## config.mk

```make
export PLATFORM = sky130hd
export DESIGN_NAME = inv_mixcol_seq_flat
export DESIGN_NICKNAME = d
export VERILOG_FILES = /design/src/rtl/inv_mixcol_seq_pkg.sv /design/src/rtl/inv_mixcol_seq_if.sv /design/src/rtl/inv_mixcol_seq_col.sv /design/src/rtl/inv_mixcol_seq.sv /design/src/flat_wrapper.sv
export SDC_FILE = /design/constraint.sdc
export NUM_CORES = 1
export LEC_CHECK = 0
export ABC_AREA = 1
export CORE_ASPECT_RATIO = 1.2
export CORE_UTILIZATION = 50
export CTS_CLUSTER_SIZE = 30
export DETAILED_ROUTE_END_ITERATION = 16
export PLACE_DENSITY_LB_ADDON = 0.05
export SLEW_MARGIN = 20
export SYNTH_ARGS = -nofsm -noshare
export SYNTH_HDL_FRONTEND = slang
export SYNTH_HIERARCHICAL = 1
export SYNTH_SLANG_ARGS = --single-unit
```

## constraint.sdc

```tcl
create_clock -name clk -period 29 [get_ports clk]
set_clock_uncertainty 0.1 [all_clocks]
set_input_delay 7.25 -clock clk [delete_from_list [all_inputs] [get_ports clk]]
set_output_delay 7.25 -clock clk [all_outputs]
set_load 0.02 [all_outputs]
```

## src/rtl/inv_mixcol_seq_pkg.sv

```systemverilog
// Shared AES definitions: GF(2^8) helpers, common word types and the FSM encoding
// used by the column-serial InvMixColumns stage.
package aes_pkg;

    localparam logic [7:0] AES_POLY = 8'h1B;

    typedef logic [127:0] state_t;
    typedef logic [31:0]  col_t;
    typedef logic [7:0]   byte_t;

    typedef enum logic [1:0] {
        IDLE = 2'd0,
        RUN  = 2'd1,
        DONE = 2'd2
    } fsm_e;

    function automatic byte_t xtime(input byte_t b);
        return {b[6:0], 1'b0} ^ (b[7] ? AES_POLY : 8'h00);
    endfunction

    // Higher multiples are built from the x2/x4/x8 chain and XORed together.
    function automatic byte_t gmul9(input byte_t b);
        byte_t x2, x4, x8;
        x2 = xtime(b);
        x4 = xtime(x2);
        x8 = xtime(x4);
        return x8 ^ b;
    endfunction

    function automatic byte_t gmul11(input byte_t b);
        byte_t x2, x4, x8;
        x2 = xtime(b);
        x4 = xtime(x2);
        x8 = xtime(x4);
        return x8 ^ x2 ^ b;
    endfunction

    function automatic byte_t gmul13(input byte_t b);
        byte_t x2, x4, x8;
        x2 = xtime(b);
        x4 = xtime(x2);
        x8 = xtime(x4);
        return x8 ^ x4 ^ b;
    endfunction

    function automatic byte_t gmul14(input byte_t b);
        byte_t x2, x4, x8;
        x2 = xtime(b);
        x4 = xtime(x2);
        x8 = xtime(x4);
        return x8 ^ x4 ^ x2;
    endfunction

endpackage

```

## src/rtl/inv_mixcol_seq_if.sv

```systemverilog
// Handshake bundle for the InvMixColumns stage: upstream state in, result out.
interface inv_mixcol_seq_if;
    import aes_pkg::*;

    logic   in_valid;
    logic   in_ready;
    state_t in_state;
    logic   in_bypass;
    logic   out_valid;
    logic   out_ready;
    state_t out_state;
    logic   busy;

    modport master (
        output in_valid, in_state, in_bypass, out_ready,
        input  in_ready, out_valid, out_state, busy
    );

    modport slave (
        input  in_valid, in_state, in_bypass, out_ready,
        output in_ready, out_valid, out_state, busy
    );

endinterface

```

## src/rtl/inv_mixcol_seq_col.sv

```systemverilog
// One InvMixColumns column: purely combinational, row-0 byte at the MSB.
module inv_mixcol_col
    import aes_pkg::*;
(
    input  col_t col_i,
    output col_t col_o
);

    byte_t a0, a1, a2, a3;

    assign a0 = col_i[31:24];
    assign a1 = col_i[23:16];
    assign a2 = col_i[15:8];
    assign a3 = col_i[7:0];

    assign col_o = {
        gmul14(a0) ^ gmul11(a1) ^ gmul13(a2) ^ gmul9(a3),
        gmul9(a0)  ^ gmul14(a1) ^ gmul11(a2) ^ gmul13(a3),
        gmul13(a0) ^ gmul9(a1)  ^ gmul14(a2) ^ gmul11(a3),
        gmul11(a0) ^ gmul13(a1) ^ gmul9(a2)  ^ gmul14(a3)
    };

endmodule

```

## src/rtl/inv_mixcol_seq.sv

```systemverilog
// Column-serial AES InvMixColumns stage, COLS_PER_CYCLE columns per clock.
// Optional INV_MIXCOL_TRACE_EN adds a DONE-entry trace and a blocks_done counter port.
module inv_mixcol_seq
    import aes_pkg::*;
#(
    parameter int COLS_PER_CYCLE = 1
) (
    input  logic            clk,
    input  logic            rst,
    inv_mixcol_seq_if.slave bus
`ifdef INV_MIXCOL_TRACE_EN
    ,
    output logic [31:0]     blocks_done
`endif
);

    generate
        if (!(COLS_PER_CYCLE == 1 || COLS_PER_CYCLE == 2 || COLS_PER_CYCLE == 4)) begin : g_bad_cfg
            inv_mixcol_seq_illegal_cols_per_cycle u_bad ();
        end
    endgenerate

    localparam logic [1:0] LAST_COL = 2'(4 - COLS_PER_CYCLE);
    localparam logic [1:0] COL_STEP = 2'(COLS_PER_CYCLE);

    fsm_e       state_q;
    state_t     src_q;
    logic       byp_q;
    logic [1:0] col_q;
    logic [1:0] col_d;
    col_t       out_q [4];
    logic       in_ready_q;
    logic       out_valid_q;
    logic       busy_q;

    col_t src_cols [4];
    col_t res_cols [COLS_PER_CYCLE];

    assign col_d = col_q + COL_STEP;

    genvar gi;
    generate
        for (gi = 0; gi < 4; gi++) begin : g_src
            assign src_cols[gi] = src_q[127 - 32*gi -: 32];
        end

        // One column engine per lane; lane gi works on column col_q+gi.
        for (gi = 0; gi < COLS_PER_CYCLE; gi++) begin : g_lane
            col_t sel_col;
            col_t mix_col;
            assign sel_col = src_cols[col_q + 2'(gi)];
            inv_mixcol_col u_col (
                .col_i (sel_col),
                .col_o (mix_col)
            );
            assign res_cols[gi] = byp_q ? sel_col : mix_col;
        end
    endgenerate

    always_ff @(posedge clk or posedge rst) begin
        if (rst) begin
            state_q     <= IDLE;
            src_q       <= '0;
            byp_q       <= 1'b0;
            col_q       <= 2'd0;
            in_ready_q  <= 1'b1;
            out_valid_q <= 1'b0;
            busy_q      <= 1'b0;
            for (int k = 0; k < 4; k++) out_q[k] <= '0;
        end else begin
            case (state_q)
                IDLE: begin
                    if (bus.in_valid) begin
                        src_q      <= bus.in_state;
                        byp_q      <= bus.in_bypass;
                        col_q      <= 2'd0;
                        state_q    <= RUN;
                        in_ready_q <= 1'b0;
                        busy_q     <= 1'b1;
                    end
                end
                RUN: begin
                    for (int k = 0; k < COLS_PER_CYCLE; k++)
                        out_q[col_q + 2'(k)] <= res_cols[k];
                    if (col_q == LAST_COL) begin
                        col_q       <= 2'd0;
                        state_q     <= DONE;
                        out_valid_q <= 1'b1;
                    end else begin
                        col_q <= col_d;
                    end
                end
                DONE: begin
                    if (bus.out_ready) begin
                        state_q     <= IDLE;
                        out_valid_q <= 1'b0;
                        in_ready_q  <= 1'b1;
                        busy_q      <= 1'b0;
                    end
                end
                default: state_q <= IDLE;
            endcase
        end
    end

    assign bus.in_ready  = in_ready_q;
    assign bus.out_valid = out_valid_q;
    assign bus.busy      = busy_q;
    assign bus.out_state = {out_q[0], out_q[1], out_q[2], out_q[3]};

`ifdef INV_MIXCOL_TRACE_EN
    logic [31:0] blocks_done_q;
    logic        trace_done_q;

    // Trace fires in the first DONE cycle so out_state already holds the result.
    always_ff @(posedge clk or posedge rst) begin
        if (rst) begin
            blocks_done_q <= 32'd0;
            trace_done_q  <= 1'b0;
        end else begin
            trace_done_q <= (state_q == DONE);
            if (state_q == DONE && !trace_done_q)
                $display("%m src=%h out=%h byp=%0d", src_q, bus.out_state, byp_q);
            if (out_valid_q && bus.out_ready)
                blocks_done_q <= blocks_done_q + 32'd1;
        end
    end

    assign blocks_done = blocks_done_q;
`endif

endmodule

```

## src/flat_wrapper.sv

```systemverilog
// flat-port wrapper written by rule: the top's interface ports become plain ports
module inv_mixcol_seq_flat import aes_pkg::*;
#(
    parameter int COLS_PER_CYCLE = 1
)
  (clk, rst, bus_in_valid, bus_in_state, bus_in_bypass, bus_out_ready, bus_in_ready, bus_out_valid, bus_out_state, bus_busy);
  inv_mixcol_seq_if bus_i ();
  input  logic clk;
  input  logic rst;
  input wire logic [$bits(bus_i.in_valid)-1:0] bus_in_valid;
  input wire logic [$bits(bus_i.in_state)-1:0] bus_in_state;
  input wire logic [$bits(bus_i.in_bypass)-1:0] bus_in_bypass;
  input wire logic [$bits(bus_i.out_ready)-1:0] bus_out_ready;
  output wire logic [$bits(bus_i.in_ready)-1:0] bus_in_ready;
  output wire logic [$bits(bus_i.out_valid)-1:0] bus_out_valid;
  output wire logic [$bits(bus_i.out_state)-1:0] bus_out_state;
  output wire logic [$bits(bus_i.busy)-1:0] bus_busy;
  assign bus_i.in_valid = bus_in_valid;
  assign bus_i.in_state = bus_in_state;
  assign bus_i.in_bypass = bus_in_bypass;
  assign bus_i.out_ready = bus_out_ready;
  assign bus_in_ready = bus_i.in_ready;
  assign bus_out_valid = bus_i.out_valid;
  assign bus_out_state = bus_i.out_state;
  assign bus_busy = bus_i.busy;
  inv_mixcol_seq #(.COLS_PER_CYCLE(COLS_PER_CYCLE)) u_core (.clk(clk), .rst(rst), .bus(bus_i));
endmodule
```

==> results by group <==
Status
  • Status: finished, final reports clean

Logic synthesis
  • Mapped Area: 0.0151 mm²
  • Post-synthesis sequential area ratio: 43.6%
  • Post-synthesis simple-gate area fraction: 40.1%
  • Post-synthesis compound-gate area fraction: 0.223%
  • Largest family of logic cells by synthesized area: simple AND/OR/NAND/NOR gates
  • Warnings from Yosys: 6
  • Synth area leader: dfrtp_1
  • Synthesized-area fraction occupied by adder cells: 0.330%
  • Syn_area_per_cell: 7.10 µm²
  • Top post-synthesis cells by area: dfrtp_1 43%, nand2_1 28%, nand3_1 8.6%
  • Synth top area share: 43.4%
  • Mux share of post-synthesis cell area: 0%
  • Xor/xnor share of the synthesized area: 9.38%
  • Number of synthesized register bits: 264
  • Yosys cell types: 32
  • Synth Instances: 2132
  • Syn_nets: 2269

Hold path
  • Min-Delay Path Class: reg -> reg
  • Min-delay src: u_core/src_cols[38]
  • Worst Hold Depth: 2

Critical path
  • CP max stage cell: clkdlybuf4s50_1
  • Largest stage delay on the critical path: 610 ps
  • Worst EP arrival: 1710 ps
  • Critical path, cell by cell: clkdlybuf4s50_1
  • Crit end category: primary output
  • Critical path buffers and inverters: 1
  • FF-to-FF Start: u_core/col_q[1]
  • CP Depth: 1
  • Critical path class: reg -> out
  • CP startpoint: u_core/bus.in_ready
  • CP max FO: 2
  • Critical Path Start Type: flop
  • Worst path top cell family by delay: buffers and inverters
  • Reg2Reg Depth: 19
  • Critical path required time: 21650 ps

Route
  • Via count: 14200
  • Vias per cell: 5.15
  • Wire length per cell: 17.1 µm
  • Number of routed nets with antenna violations: 0
  • WL final: 47000 µm
  • First-pass DRT Iterations: 5
  • Initial DRC count: 1223
  • DRC: 0

Global route
  • Largest net degree at the start of global routing: 109
  • Total GRT Usage: 30.3%
  • First-pass GRT wire length: 73400 µm
  • Initial antenna violation count: 0
  • Grt total ovfl: 0
  • Vias in the first global route: 13700

Finish
  • Area of the multi-input gates: 0.00759 mm²
  • Layout Nets: 2479
  • Layout Area Growth over Synthesis: 24.2%
  • Filler cell count: 2745
  • Layout cells sized above 1: 5.80%
  • ANT cells: 0
  • Storage cell area: 0.00661 mm²

Timing
  • Slew HR: 26.3%
  • Slew Viols, Final: 0
  • Endpoints failing setup: 0
  • Hold Fails Final Rpt: 0
  • Fmax: 110 MHz
  • Setup TNS: 0 ps
  • Final Cycle Share: 31.3%
  • Worst slew pin tran: 1100 ps
  • Unrepaired setup endpoints after global routing: no
  • Minimum clock period: 9060 ps

Flow run
  • Max_cap viols: 0

CTS
  • Clock sinks: 264
  • TritonCTS Buffers: 26
  • Worst-Skew Late Latency: 550 ps
  • CTS Root Cell: clkbuf_16
  • CTS tree: done
  • Clock tree buffer depth: 3
  • Post-CTS sizing: 0
  • H-tree levels: 1
  • CTS clk-pin slew, worst paths: 60 ps
  • Hold Buf Count CTS: 0
  • Setup repair bufs after CTS: 0

Floorplanning
  • Die Width: 161 µm
  • Die Ht: 193 µm
  • IO Pins: 264
  • Rows: 69
  • Initial Util: 51.0%
  • Core area: 0.0297 mm²
  • Die area: 0.0310 mm²

Place
  • DP HPWL: 34100 µm
  • RD Place Congestion: 0.980
  • PortBufs: 263
cell usage after synthesis, drive strengths merged:
cell / number
nor2: 9
nand3b: 7
dfstp: 1
o31ai: 1
ha: 4
nand2b: 2
xnor2: 54
nand2: 1163
clkbuf: 19
xor2: 103
dfrtp: 263
or2: 35
inv: 127
clkinv: 1
nor3b: 1
nand4: 1
nand3: 260
buf: 77
o21ai: 3
a21o: 1
sequential cells by signal, summed over array words and instances, names as in the netlist:
name,flops
u_core/bus.out_valid,1
u_core/byp_q,1
u_core/src_cols,128
u_core/bus.in_ready,1
u_core/state_q,2
u_core/col_q,2
u_core/bus.out_state,128
u_core/bus.busy,1
routing by layer:
| metal | track usage (%) | share of wire [%] | vias to the layer above |
|---|---|---|---|
| met1 | 39.2 | 42 | 6663 |
| met3 | 3.12 | 5.5 | 85 |
| met2 | 52.3 | 49 | 479 |
| met5 | 0 | 0 | - |
| met4 | 12.2 | 4.1 | 0 |
| li1 | - | - | 6939 |
stage by stage:
stage / hold WS (ps) / util, % / area, µm² / setup slack [ps] / cells
2_1_floorplan: 342 / - / 15100 / 14380 / 2132
3_3_place_gp: 355 / 60.3 / 17900 / 19450 / 2704
3_5_place_dp: 359 / 60.3 / 17900 / 19400 / 2704
4_1_cts: 374 / 63.3 / 18800 / 19910 / 2752
5_1_grt: 391 / 63.4 / 18800 / 19800 / 2752
6_report: 371 / 63.4 / 18800 / 19940 / 2752
worst min-delay path, stage by stage (launching register included):
cell     delay (ps)
dfrtp_1         340
nand2_1          60
nand2_1          50
final timing paths:
check	to	slack, ps
max	bus_in_ready	19940
min	u_core/src_cols[38]	370
max reg2reg	u_core/bus.out_state[41]	24340
min reg2reg	u_core/src_cols[38]	370
max in group asynchronous	u_core/bus.out_state[49]	20150
min in group asynchronous	u_core/src_cols[117]	7140
layout make-up:
cell class / count / area share, %
Timing Repair Buffer: 278 / 14.6
Inverter: 128 / 2.62
Clock inverter: 8 / 0.559
Tap cell: 390 / 2.59
Sequential cell: 264 / 35.1
Multi-Input combinational cell: 1644 / 40.3
Clock buffer: 40 / 4.16
kinds of logic (layout without fill, tap and decap cells):
kind of cell / count (synthesis) / in the layout
buffers and inverters: 224 / 454
flip-flops: 264 / 264
adder cells (fa/ha/maj): 4 / 4
AND/OR/NAND/NOR: 1478 / 1478
AO/OA/AOI/OAI: 5 / 5
XOR/XNOR: 157 / 157
placed cells by master (no fill, tap or decap), drive strengths merged, types with 9 or more instances in the layout:
master	Yosys	layout
nand3	260	260
nand2	1163	1163
or2	35	35
xnor2	54	54
buf	77	15
nor2	9	9
clkbuf	19	40
clkdlybuf4s50	0	263
xor2	103	103
inv	127	127
dfrtp	263	263
Power is not shown: default switching activity piles up to over one toggle a cycle in this logic, so the estimate is an artifact.
